<file path="src/rtl/noc_endpoint_tx_if.sv">
// Bundle of the client flit stream, the router local-input port and the
// status outputs of one endpoint transmitter.
interface noc_endpoint_tx_if #(
    parameter int FLIT_WIDTH        = 256,
    parameter int DEST_WIDTH        = 4,
    parameter int FLIT_BUFFER_DEPTH = 2
);
    localparam int CNT_WIDTH = $clog2(FLIT_BUFFER_DEPTH + 1);

    // Client side
    logic [FLIT_WIDTH-1:0] in_data;
    logic [DEST_WIDTH-1:0] in_dest;
    logic                  in_last;
    logic                  in_valid;
    logic                  in_ready;

    // Router local input port
    logic                  send_out;
    logic [FLIT_WIDTH-1:0] data_out;
    logic [DEST_WIDTH-1:0] dest_out;
    logic                  is_tail_out;
    logic                  credit_in;

    // Status
    logic [CNT_WIDTH-1:0]  credits_avail;
    logic                  in_packet;
    logic                  err_credit_ovf;

    // Environment view: drives the client flits and credit returns
    modport master (
        output in_data, in_dest, in_last, in_valid, credit_in,
        input  in_ready, send_out, data_out, dest_out, is_tail_out,
        input  credits_avail, in_packet, err_credit_ovf
    );

    // Transmitter view
    modport slave (
        input  in_data, in_dest, in_last, in_valid, credit_in,
        output in_ready, send_out, data_out, dest_out, is_tail_out,
        output credits_avail, in_packet, err_credit_ovf
    );
endinterface

</file>
<file path="src/rtl/noc_endpoint_tx.sv">
// Credit-based flit injector for a ring NoC endpoint. Accepts a valid/ready
// client stream, forwards each accepted flit to the router one cycle later,
// and keeps the head flit's destination for every flit of a wormhole packet.
module noc_endpoint_tx #(
    parameter int FLIT_WIDTH        = 256,
    parameter int DEST_WIDTH        = 4,
    parameter int FLIT_BUFFER_DEPTH = 2
) (
    input  logic              clk,
    input  logic              rst,
    noc_endpoint_tx_if.slave  bus
);
    localparam int CNT_WIDTH = $clog2(FLIT_BUFFER_DEPTH + 1);
    localparam logic [CNT_WIDTH-1:0] CNT_FULL = CNT_WIDTH'(FLIT_BUFFER_DEPTH);
    localparam logic [CNT_WIDTH-1:0] CNT_ONE  = CNT_WIDTH'(1);

    typedef enum logic {
        ST_IDLE,
        ST_PACKET
    } state_t;

    state_t                r_state;
    logic [CNT_WIDTH-1:0]  r_cnt;
    logic                  r_err;
    logic [DEST_WIDTH-1:0] r_dest_lock;
    logic                  r_send;
    logic [FLIT_WIDTH-1:0] r_data;
    logic [DEST_WIDTH-1:0] r_dest;
    logic                  r_tail;

    logic                  w_ready;
    logic                  w_fire;

    // Ready depends only on the registered credit count (and reset), so there
    // is no combinational path from in_valid or credit_in.
    assign w_ready = (r_cnt != '0) && !rst;
    assign w_fire  = bus.in_valid && w_ready;

    // Credit counter: one credit spent per accepted flit, one regained per
    // credit_in pulse; an extra credit at full count is flagged, not counted.
    always_ff @(posedge clk or posedge rst) begin
        if (rst) begin
            r_cnt <= CNT_FULL;
            r_err <= 1'b0;
        end else begin
            case ({w_fire, bus.credit_in})
                2'b10: r_cnt <= r_cnt - CNT_ONE;
                2'b01: begin
                    if (r_cnt == CNT_FULL) begin
                        r_err <= 1'b1;
                    end else begin
                        r_cnt <= r_cnt + CNT_ONE;
                    end
                end
                default: r_cnt <= r_cnt;
            endcase
        end
    end

    // Framing FSM with registered router-side outputs; payload and tag hold
    // their last values whenever no flit is emitted.
    always_ff @(posedge clk or posedge rst) begin
        if (rst) begin
            r_state     <= ST_IDLE;
            r_dest_lock <= '0;
            r_send      <= 1'b0;
            r_data      <= '0;
            r_dest      <= '0;
            r_tail      <= 1'b0;
        end else begin
            r_send <= w_fire;
            if (w_fire) begin
                r_data <= bus.in_data;
                r_tail <= bus.in_last;
                case (r_state)
                    ST_IDLE: begin
                        r_dest <= bus.in_dest;
                        if (!bus.in_last) begin
                            r_dest_lock <= bus.in_dest;
                            r_state     <= ST_PACKET;
                        end
                    end
                    ST_PACKET: begin
                        r_dest <= r_dest_lock;
                        if (bus.in_last) begin
                            r_state <= ST_IDLE;
                        end
                    end
                    default: r_state <= ST_IDLE;
                endcase
            end
        end
    end

    assign bus.in_ready       = w_ready;
    assign bus.send_out       = r_send;
    assign bus.data_out       = r_data;
    assign bus.dest_out       = r_dest;
    assign bus.is_tail_out    = r_tail;
    assign bus.credits_avail  = r_cnt;
    assign bus.in_packet      = (r_state == ST_PACKET);
    assign bus.err_credit_ovf = r_err;

endmodule
</file>
<file path="src/flat_wrapper.sv">
// flat-port wrapper written by rule: the top's interface ports become plain ports
module noc_endpoint_tx_flat 
#(
    parameter int FLIT_WIDTH        = 256,
    parameter int DEST_WIDTH        = 4,
    parameter int FLIT_BUFFER_DEPTH = 2
)
  (clk, rst, bus_in_data, bus_in_dest, bus_in_last, bus_in_valid, bus_credit_in, bus_in_ready, bus_send_out, bus_data_out, bus_dest_out, bus_is_tail_out, bus_credits_avail, bus_in_packet, bus_err_credit_ovf);
  noc_endpoint_tx_if #(.FLIT_WIDTH(FLIT_WIDTH), .DEST_WIDTH(DEST_WIDTH), .FLIT_BUFFER_DEPTH(FLIT_BUFFER_DEPTH)) bus_i ();
  input  logic clk;
  input  logic rst;
  input wire logic [$bits(bus_i.in_data)-1:0] bus_in_data;
  input wire logic [$bits(bus_i.in_dest)-1:0] bus_in_dest;
  input wire logic [$bits(bus_i.in_last)-1:0] bus_in_last;
  input wire logic [$bits(bus_i.in_valid)-1:0] bus_in_valid;
  input wire logic [$bits(bus_i.credit_in)-1:0] bus_credit_in;
  output wire logic [$bits(bus_i.in_ready)-1:0] bus_in_ready;
  output wire logic [$bits(bus_i.send_out)-1:0] bus_send_out;
  output wire logic [$bits(bus_i.data_out)-1:0] bus_data_out;
  output wire logic [$bits(bus_i.dest_out)-1:0] bus_dest_out;
  output wire logic [$bits(bus_i.is_tail_out)-1:0] bus_is_tail_out;
  output wire logic [$bits(bus_i.credits_avail)-1:0] bus_credits_avail;
  output wire logic [$bits(bus_i.in_packet)-1:0] bus_in_packet;
  output wire logic [$bits(bus_i.err_credit_ovf)-1:0] bus_err_credit_ovf;
  assign bus_i.in_data = bus_in_data;
  assign bus_i.in_dest = bus_in_dest;
  assign bus_i.in_last = bus_in_last;
  assign bus_i.in_valid = bus_in_valid;
  assign bus_i.credit_in = bus_credit_in;
  assign bus_in_ready = bus_i.in_ready;
  assign bus_send_out = bus_i.send_out;
  assign bus_data_out = bus_i.data_out;
  assign bus_dest_out = bus_i.dest_out;
  assign bus_is_tail_out = bus_i.is_tail_out;
  assign bus_credits_avail = bus_i.credits_avail;
  assign bus_in_packet = bus_i.in_packet;
  assign bus_err_credit_ovf = bus_i.err_credit_ovf;
  noc_endpoint_tx #(.FLIT_WIDTH(FLIT_WIDTH), .DEST_WIDTH(DEST_WIDTH), .FLIT_BUFFER_DEPTH(FLIT_BUFFER_DEPTH)) u_core (.clk(clk), .rst(rst), .bus(bus_i));
endmodule
</file>
<file path="config.mk">
export PLATFORM = sky130hd
export DESIGN_NAME = noc_endpoint_tx_flat
export DESIGN_NICKNAME = d
export VERILOG_FILES = /design/src/rtl/noc_endpoint_tx_if.sv /design/src/rtl/noc_endpoint_tx.sv /design/src/flat_wrapper.sv
export SDC_FILE = /design/constraint.sdc
export NUM_CORES = 1
export LEC_CHECK = 0
export CORE_AREA = 8 8 199 201
export CTS_CLUSTER_SIZE = 16
export DETAILED_ROUTE_END_ITERATION = 10
export DIE_AREA = 0 0 207 209
export HOLD_SLACK_MARGIN = 0.05
export PLACE_DENSITY_LB_ADDON = 0.05
export SLEW_MARGIN = 20
export SYNTH_ARGS = -nofsm -noshare
export SYNTH_HDL_FRONTEND = slang
export SYNTH_SLANG_ARGS = --single-unit
</file>
<file path="constraint.sdc">
create_clock -name clk -period 18.9 [get_ports clk]
set_clock_uncertainty 0.2 [all_clocks]
set_input_delay 2.835 -clock clk [delete_from_list [all_inputs] [get_ports clk]]
set_output_delay 2.835 -clock clk [all_outputs]
set_load 0.01 [all_outputs]
</file>
-- Word-level counts from Yosys, hierarchy flattened
Cells that the tools add are included.
- input bits: 265
- register bits: 270
- output and inout port bits: 267
- multiplexer cells: 4
- equality and inequality tests: 4
- add/sub/neg operators: 2
- bitwise gates (word level): 2
- reduce and logical (&&, ||, !) cells: 8
- operators with widths (cell ; number):
    4-bit case mux with 2 select lines ; 1
    2-bit == test (second input constant) ; 2
    2-bit case mux with 2 select lines ; 1
    2-bit AND reduction ; 2
    2-bit nonzero test ; 2
    3-bit AND reduction ; 1
    2-bit by 1-bit adder with 2-bit output (second input constant) ; 1
    2-bit by 1-bit == test with 1-bit output (second input constant) ; 1
    1-bit logical AND ; 2
    2-bit two-way mux ; 1
    2-bit != test (second input constant) ; 1
    1-bit NOT ; 2
    2-bit by 1-bit subtractor with 2-bit output (second input constant) ; 1
    1-bit logical NOT ; 1
    1-bit two-way mux ; 1

-- Depth between registers and ports, before layout
Gate-level depths: netlist of the first run.
- depth in word-level cells: 6
- gate-level depth with buffers: 7
- gate-level depth less buffers: 4

-- Worst setup path before layout of the first run
Ideal clock, no wire load.
- kind: input -> register
- from: input port rst
- to: register u_core.r_cnt[0], in the netlist u_core.bus.credits_avail[0]
- stages: 3
- setup slack: 9.491 ns
- path buffers: 0
- data arrival time: 9.096 ns
- cells stage by stage: inv_1 > a211oi_1 > a211oi_1
- longest elaborated chain between the ends: 6
- elaborated cells on any way between the ends: 9
- those cells by class: 3 x eq/ne; 1 x mux; 5 x reduce/logical
- ends and longest elaborated chain (what ; line ; text):
    start: declaration ; flat_wrapper.sv:11 ; input logic rst;
    1-bit logical NOT * ; noc_endpoint_tx.sv:36 ; assign w_ready = (r_cnt != '0) && !rst;
    1-bit logical AND * ; noc_endpoint_tx.sv:36 ;
    1-bit logical AND * ; noc_endpoint_tx.sv:37 ; assign w_fire = bus.in_valid && w_ready;
    2-bit by 1-bit == test with 1-bit output or 2-bit == test (tied branches) ; noc_endpoint_tx.sv:46 ; case ({w_fire, bus.credit_in})
    2-bit != test (no line) or 2-bit nonzero test (tied branches) ; -- ;
    2-bit AND reduction (no line) ; -- ;
    end signal: assignment ; noc_endpoint_tx.sv:47 ; 2'b10: r_cnt <= r_cnt - CNT_ONE;
    end signal: assignment ; noc_endpoint_tx.sv:52 ; r_cnt <= r_cnt + CNT_ONE;
    end signal: assignment ; noc_endpoint_tx.sv:55 ; default: r_cnt <= r_cnt;
    end: declaration ; noc_endpoint_tx.sv:23 ; logic [CNT_WIDTH-1:0] r_cnt;
Mark *: on every way between the ends. The rest lies on a longest branch, timed or not.
A chain may end at the register's enable or synchronous reset.

-- Worst setup path in the final report of the first run
- from: input port rst
- to: output port bus_in_ready
- longest elaborated chain between the ends: 2
- ends and longest elaborated chain (what ; line ; text):
    1-bit logical NOT ; noc_endpoint_tx.sv:36 ;
    1-bit logical AND ; noc_endpoint_tx.sv:36 ;
    end: declaration ; flat_wrapper.sv:17 ; output wire logic [$bits(bus_i.in_ready)-1:0] bus_in_ready;
Every way passes these cells.

==> run metrics, run 1 <==
Fill cells=roughly 3200; Register-to-Register Path Depth=5; Num CTS Buffers=34; die height=209 um; Synth cell types=24; Worst-Margin Slew=0.959 ns; hold crit path type=reg -> reg; final hold slack=0.285 ns; FMAX=~130 MHz; DR pass1 iterations=4; setup slack after layout=~11 ns; post-DP HPWL=28400 um; DP Cell Count=1568; CP max-delay cell=clkdlybuf4s50_1; Top delay family on crit path=buffers and inverters; most frequent CP cell=clkdlybuf4s50_1; first-pass GRT wire length=approximately 56000 um; syn nets=860; clk_lat worst skew=0.50 ns; Final Setup Violations=0; die area=roughly 0.043 sq mm; drt wl/cell=23.3 um; power per standard cell area=166 mW/mm^2; synthesized area per cell=18.6 sq um; Max Cap Viol=0; peak supply drop=0.0000714 V; Syn-to-layout area delta=59.5%; Via density=4.36; Post-Layout Cell Count=1630; Final Critical Period=7.63 ns; CP startpoint kind=input pin; final wirelength=between 30000 and 40000 um; layout cells sized above 1=27.5%; Mapped Cells=between 500 and 600; worst setup path category=in -> out; CTS sink count=270; fin crit share=40.3%; setup TNS=0 ns; dpl cell area=roughly 0.017 sq mm; DRC violations left=0; number of top-level pins=532; Slew Limit Headroom=a little over a third; Seq/Total Area, Yosys=61.1%; endpoint class of the critical path=output pin; post-layout util=48.6%; DRT iter0 DRCs=between 200 and 300; Final Max Tran Viols=0; Nets=1402; GRT Total Usage=between 15 and 20%; CTS tree=done; status=finished clean; Critical Path Stages=3; vias=slightly above 7000; Clock Path Buffers=3; core area=0.0363 sq mm; # port buffers=approximately 530; RSZ-0062 raised after global routing=no; hold_buf cts=0; CP Buf/Inv Count=2; Root Driver=clkbuf_16; Post-Syn Area=0.0111 sq mm; Pwr Total=2.92 mW; Hold Path Stages=1; final hold violation count=0; cell row count=70; placer congestion estimate=0.743; CTS clock-pin slew for the worst setup and hold paths=0.05 ns; setup bufs post-CTS=0; Final Instance Area=0.0176 sq mm; initial antenna violation count=12; die width=207 um; Yosys reg bits=270; critical path data required time=about 16 ns; Synth Warn #=0; CP Cell Sequence=clkdlybuf4s50_1 > o21ba_1 > clkdlybuf4s50_1; Worst Path Arrival=4.59 ns; DRT antenna net count=0; CP Max Fanout=10; H-Tree Depth=2; Lkg Pwr=7.49 nW; largest net degree at the start of global routing=~160; Starting Density=30.5%; vias in the first global route=7917; grt ovf=0; crit-path max cell delay=0.64 ns; Setup WS pre-CTS=11.26 ns; post-CTS sizing=0
==> synthesized netlist by cell type <==
cell type | count | area (sq um)
buf_12 | 19 | 380
a211oi_1 | 2 | 15.0
dfrtp_1 | 269 | 6730
dfstp_2 | 1 | 26.3
a41oi_1 | 1 | 8.76
mux2i_1 | 5 | 50.1
and2b_1 | 1 | 7.51
a41o_1 | 1 | 10.0
nor2_1 | 2 | 7.51
o21ba_1 | 1 | 10.0
a21o_1 | 1 | 7.51
a311oi_1 | 1 | 8.76
buf_6 | 2 | 22.5
nand3_1 | 2 | 10.0
buf_4 | 8 | 60.1
nand2_8 | 1 | 20.0
o211a_1 | 1 | 10.0
mux2_2 | 87 | 980
inv_1 | 4 | 15.0
a21oi_1 | 9 | 45.0
mux2_4 | 174 | 2610
buf_2 | 1 | 5.00
buf_1 | 1 | 3.75
inv_6 | 1 | 8.76
==> routing by layer <==
layer	track usage, %	share of wire (%)	vias to the layer above
met1	18.7	37	3538
met5	0	0.17	-
li1	-	-	3194
met2	28.5	50	316
met4	5.03	1.7	10
met3	8.86	11	51
==> cell usage in the layout, fill, tap and decap left out, drive strengths merged, types with 5 or more instances in the layout <==
| master | instances |
|---|---|
| a21oi | 9 |
| buf | 6 |
| clkbuf | 48 |
| clkdlybuf4s50 | 531 |
| dfrtp | 269 |
| diode | 8 |
| inv | 5 |
| mux2 | 261 |
| mux2i | 5 |
==> state kept, by name, indices dropped and copies added, names as in the netlist <==
register / count
u_core.bus.send_out: 1
u_core.bus.data_out: 256
u_core.bus.dest_out: 4
u_core.bus.err_credit_ovf: 1
u_core.bus.in_packet: 1
u_core.bus.credits_avail: 2
u_core.r_dest_lock: 4
u_core.bus.is_tail_out: 1
==> power by group <==
part / internal, mW / switching [mW]
registers: 0.854 / 0.159
logic: 0.827 / 0.469
clock network: 0.373 / 0.243
total: 2.05 / 0.870
==> cells by family after synthesis <==
family | after synthesis | share of synthesized area [%]
flops | 270 | 61.1
mux | 266 | 32.9
buf+inv | 36 | 4.48
compound gates | 17 | 1.04
simple gates | 6 | 0.407
==> final cells by class <==
class | count | area (sq um) | area share [%]
Clock buffer | 48 | 985 | 5.59
Antenna cell | 8 | 20.0 | 0.114
Inverter | 5 | 38.8 | 0.220
Timing Repair Buffer | 537 | 5380 | 30.5
Sequential cell | 270 | 6760 | 38.3
Multi-Input combinational cell | 289 | 3800 | 21.6
Tap cell | 468 | 586 | 3.32
Clock inverter | 5 | 58.8 | 0.334
==> worst paths after layout <==
| check | endpoint | from | slack (ns) |
|---|---|---|---|
| setup / recovery | bus_in_ready | rst | 11.27 |
| hold reg to reg | u_core.bus.err_credit_ovf | u_core.bus.err_credit_ovf | 0.29 |
| hold / removal | u_core.bus.err_credit_ovf | u_core.bus.err_credit_ovf | 0.29 |
| setup reg to reg | u_core.bus.data_out[91] | u_core.bus.credits_avail[1] | 15.77 |
| min in group asynchronous | u_core.bus.data_out[64] | rst | 2.69 |
| max in group asynchronous | u_core.bus.data_out[185] | rst | 13.84 |
==> worst register-to-register path, cell delays in order, from the launching register on <==
cell and delay [ns]:
dfstp_2 0.61, o21ba_1 0.50, nand2_8 0.13, clkinv_8 0.29, buf_4 0.83, mux2_2 0.46
No activity file was read; power rests on OpenSTA's default activity.
==> run 2: changes to the inputs <==
--- a/config.mk
+++ b/config.mk
@@ -5,10 +5,10 @@
 export SDC_FILE = /design/constraint.sdc
 export NUM_CORES = 1
 export LEC_CHECK = 0
-export CORE_AREA = 8 8 199 201
+export CORE_AREA = 8 8 198 200
 export CTS_CLUSTER_SIZE = 16
 export DETAILED_ROUTE_END_ITERATION = 10
-export DIE_AREA = 0 0 207 209
+export DIE_AREA = 0 0 206 208
 export HOLD_SLACK_MARGIN = 0.05
 export PLACE_DENSITY_LB_ADDON = 0.05
 export SLEW_MARGIN = 20
==> constraint.sdc (replaced) <==
create_clock -name clk -period 6.3 [get_ports clk]
set_clock_uncertainty 0.2 [all_clocks]
set_input_delay 0.945 -clock clk [delete_from_list [all_inputs] [get_ports clk]]
set_output_delay 0.945 -clock clk [all_outputs]
set_load 0.01 [all_outputs]
==> run 2 against run 1 <==
Final area barely moved; via count is 0.82% lower; non-clock buffer count down 1; sequential share of layout area about the same; global-route usage is 0.12 points higher; die area decreased by 0.96%; utilization up 0.28 points; register-to-register slack lost 13 ns; first-iteration DRC count is 24% higher; count of clock-buffer cells in the layout up 6; highest routed layer unchanged.
==> run metrics, run 2 (synthesis results as in run 1) <==
status=finished clean; post-CTS sizing=0; Final Setup Violations=0; final wirelength=38000 um; post-DP HPWL=28400 um; Slew Limit Headroom=27.4%; Max Cap Viol=0; hold_buf cts=0; hold crit path type=reg -> reg; initial antenna violation count=9; DR pass1 iterations=4; CP Max Fanout=10; DP Cell Count=1568; final hold violation count=0; Psw=2.63 mW; DRT iter0 DRCs=~350; setup bufs post-CTS=0; die width=206 um; Clock power frac=about a fifth; vias in the first global route=7856; Nets=1401; cell row count=70; Comb pwr share=44.5%; CTS sink count=270; # port buffers=531; critical path data required time=5.15 ns; core area=0.0361 sq mm; DRT antenna net count=0; CTS clock-pin slew for the worst setup and hold paths=0.05 ns; worst setup path category=in -> out; setup TNS=0 ns; DRC violations left=0; grt ovf=0; die height=208 um; max FFs per register=256; Final Critical Period=3.72 ns; number of top-level pins=532; Starting Density=30.6%; first-pass GRT wire length=55000 um; Clock Path Buffers=3; Via density=~4.3; peak supply drop=0.000294 V; Syn-to-layout area delta=59.6%; GRT Total Usage=17.2%; CP startpoint kind=input pin; most common cell after layout, fill and taps aside=clkdlybuf4s50_1; Num CTS Buffers=34; Worst-Margin Slew=1.09 ns; H-Tree Depth=2; leading cell types in the layout, fill and taps excluded=clkdlybuf4s50_1 (531), dfrtp_1 (269), mux2_4 (174), mux2_2 (87), clkbuf_16 (37); P_int=6.17 mW; Lkg Pwr=7.50 nW; clk_lat worst skew=roughly 0.5 ns; Post-Layout Cell Count=1630; CTS tree=done; placer congestion estimate=0.745; Worst Path Arrival=2.57 ns; endpoint class of the critical path=output pin; die area=0.0428 sq mm; Root Driver=clkbuf_16; Fill cells=about 3200; FMAX=269 MHz; Sequential Power Share=between 30% and 40%; layout cells sized above 1=27.1%; largest net degree at the start of global routing=156; power per standard cell area=499 mW/mm^2; fin crit share=59.0%; drt wl/cell=23.3 um; sw frac=29.9%; Final Max Tran Viols=0; RSZ-0062 raised after global routing=no; vias=7051
-- run 2: cell count changes in the layout (fill, tap and decap cells not counted), sizes merged --
cell and delta:
buf -1, bufinv -1, clkbuf +6, clkinvlp -1
diode -3, clkinv +1, inv -1
-- run 2: worst max-delay path: stages --
cell and delay, ns:
clkdlybuf4s50_1 0.45, o21ba_1 0.54, clkdlybuf4s50_1 0.63
-- run 2: area by class of cell --
| class | instances | area, sq um | share of cell area (%) |
|---|---|---|---|
| flip-flops and latches | 270 | 6760 | 38.3 |
| repair buffers | 536 | 5400 | 30.6 |
| multi-input cells | 289 | 3800 | 21.6 |
| clock buffers | 54 | 1030 | 5.84 |
| well taps | 468 | 586 | 3.32 |
| inverters | 5 | 35.0 | 0.199 |
| clock inverters | 3 | 18.8 | 0.106 |
| diodes | 5 | 12.5 | 0.0709 |
-- run 2: power by group through the flow --
stage          combinational, mW  sequential [mW]  clock, mW
6_report                    3.91             3.03       1.85
5_1_grt                     4.13             3.15       1.99
4_1_cts                     4.00             3.04       1.93
3_5_place_dp                3.99             3.04          0
3_3_place_gp                3.98             3.05          0
2_1_floorplan               1.38             3.39          0
-- run 2: path summary, 6_finish.rpt --
check / from / slack (ns) / depth (start not counted) / endpoint
max in group asynchronous: rst / 4.32 / 3 / u_core.bus.data_out[248]
worst max-delay path: rst / 2.58 / 3 / bus_in_ready
min in group asynchronous: rst / 0.79 / 3 / u_core.bus.credits_avail[0]
worst max register to register: u_core.bus.credits_avail[1] / 3.13 / 5 / u_core.bus.data_out[123]
worst min register to register: u_core.bus.err_credit_ovf / 0.29 / 1 / u_core.bus.err_credit_ovf
worst min-delay path: u_core.bus.err_credit_ovf / 0.29 / 1 / u_core.bus.err_credit_ovf
-- run 2: stage by stage --
step | cell area [sq um] | power (mW) | utilization (%) | hold slack (ns) | setup slack, ns
finish | 17600 | 8.80 | 48.9 | 0.290 | 2.58
global route | 17600 | 9.26 | 48.9 | 0.301 | 2.51
CTS | 17600 | 8.97 | 48.9 | 0.297 | 2.57
detailed placement | 16600 | 7.03 | 46.0 | 0.285 | 2.27
global placement | 16600 | 7.03 | 46.0 | 0.269 | 2.27
floorplan | 11100 | 4.77 | - | 0.279 | 0.496
-- run 2: metal layers --
layer	up-vias	GRT usage (%)	routed length (um)
met4	10	4.80	676
met3	51	9.14	4840
met1	3487	18.4	13500
met2	310	28.9	19000
li1	3193	-	-
met5	-	0	57
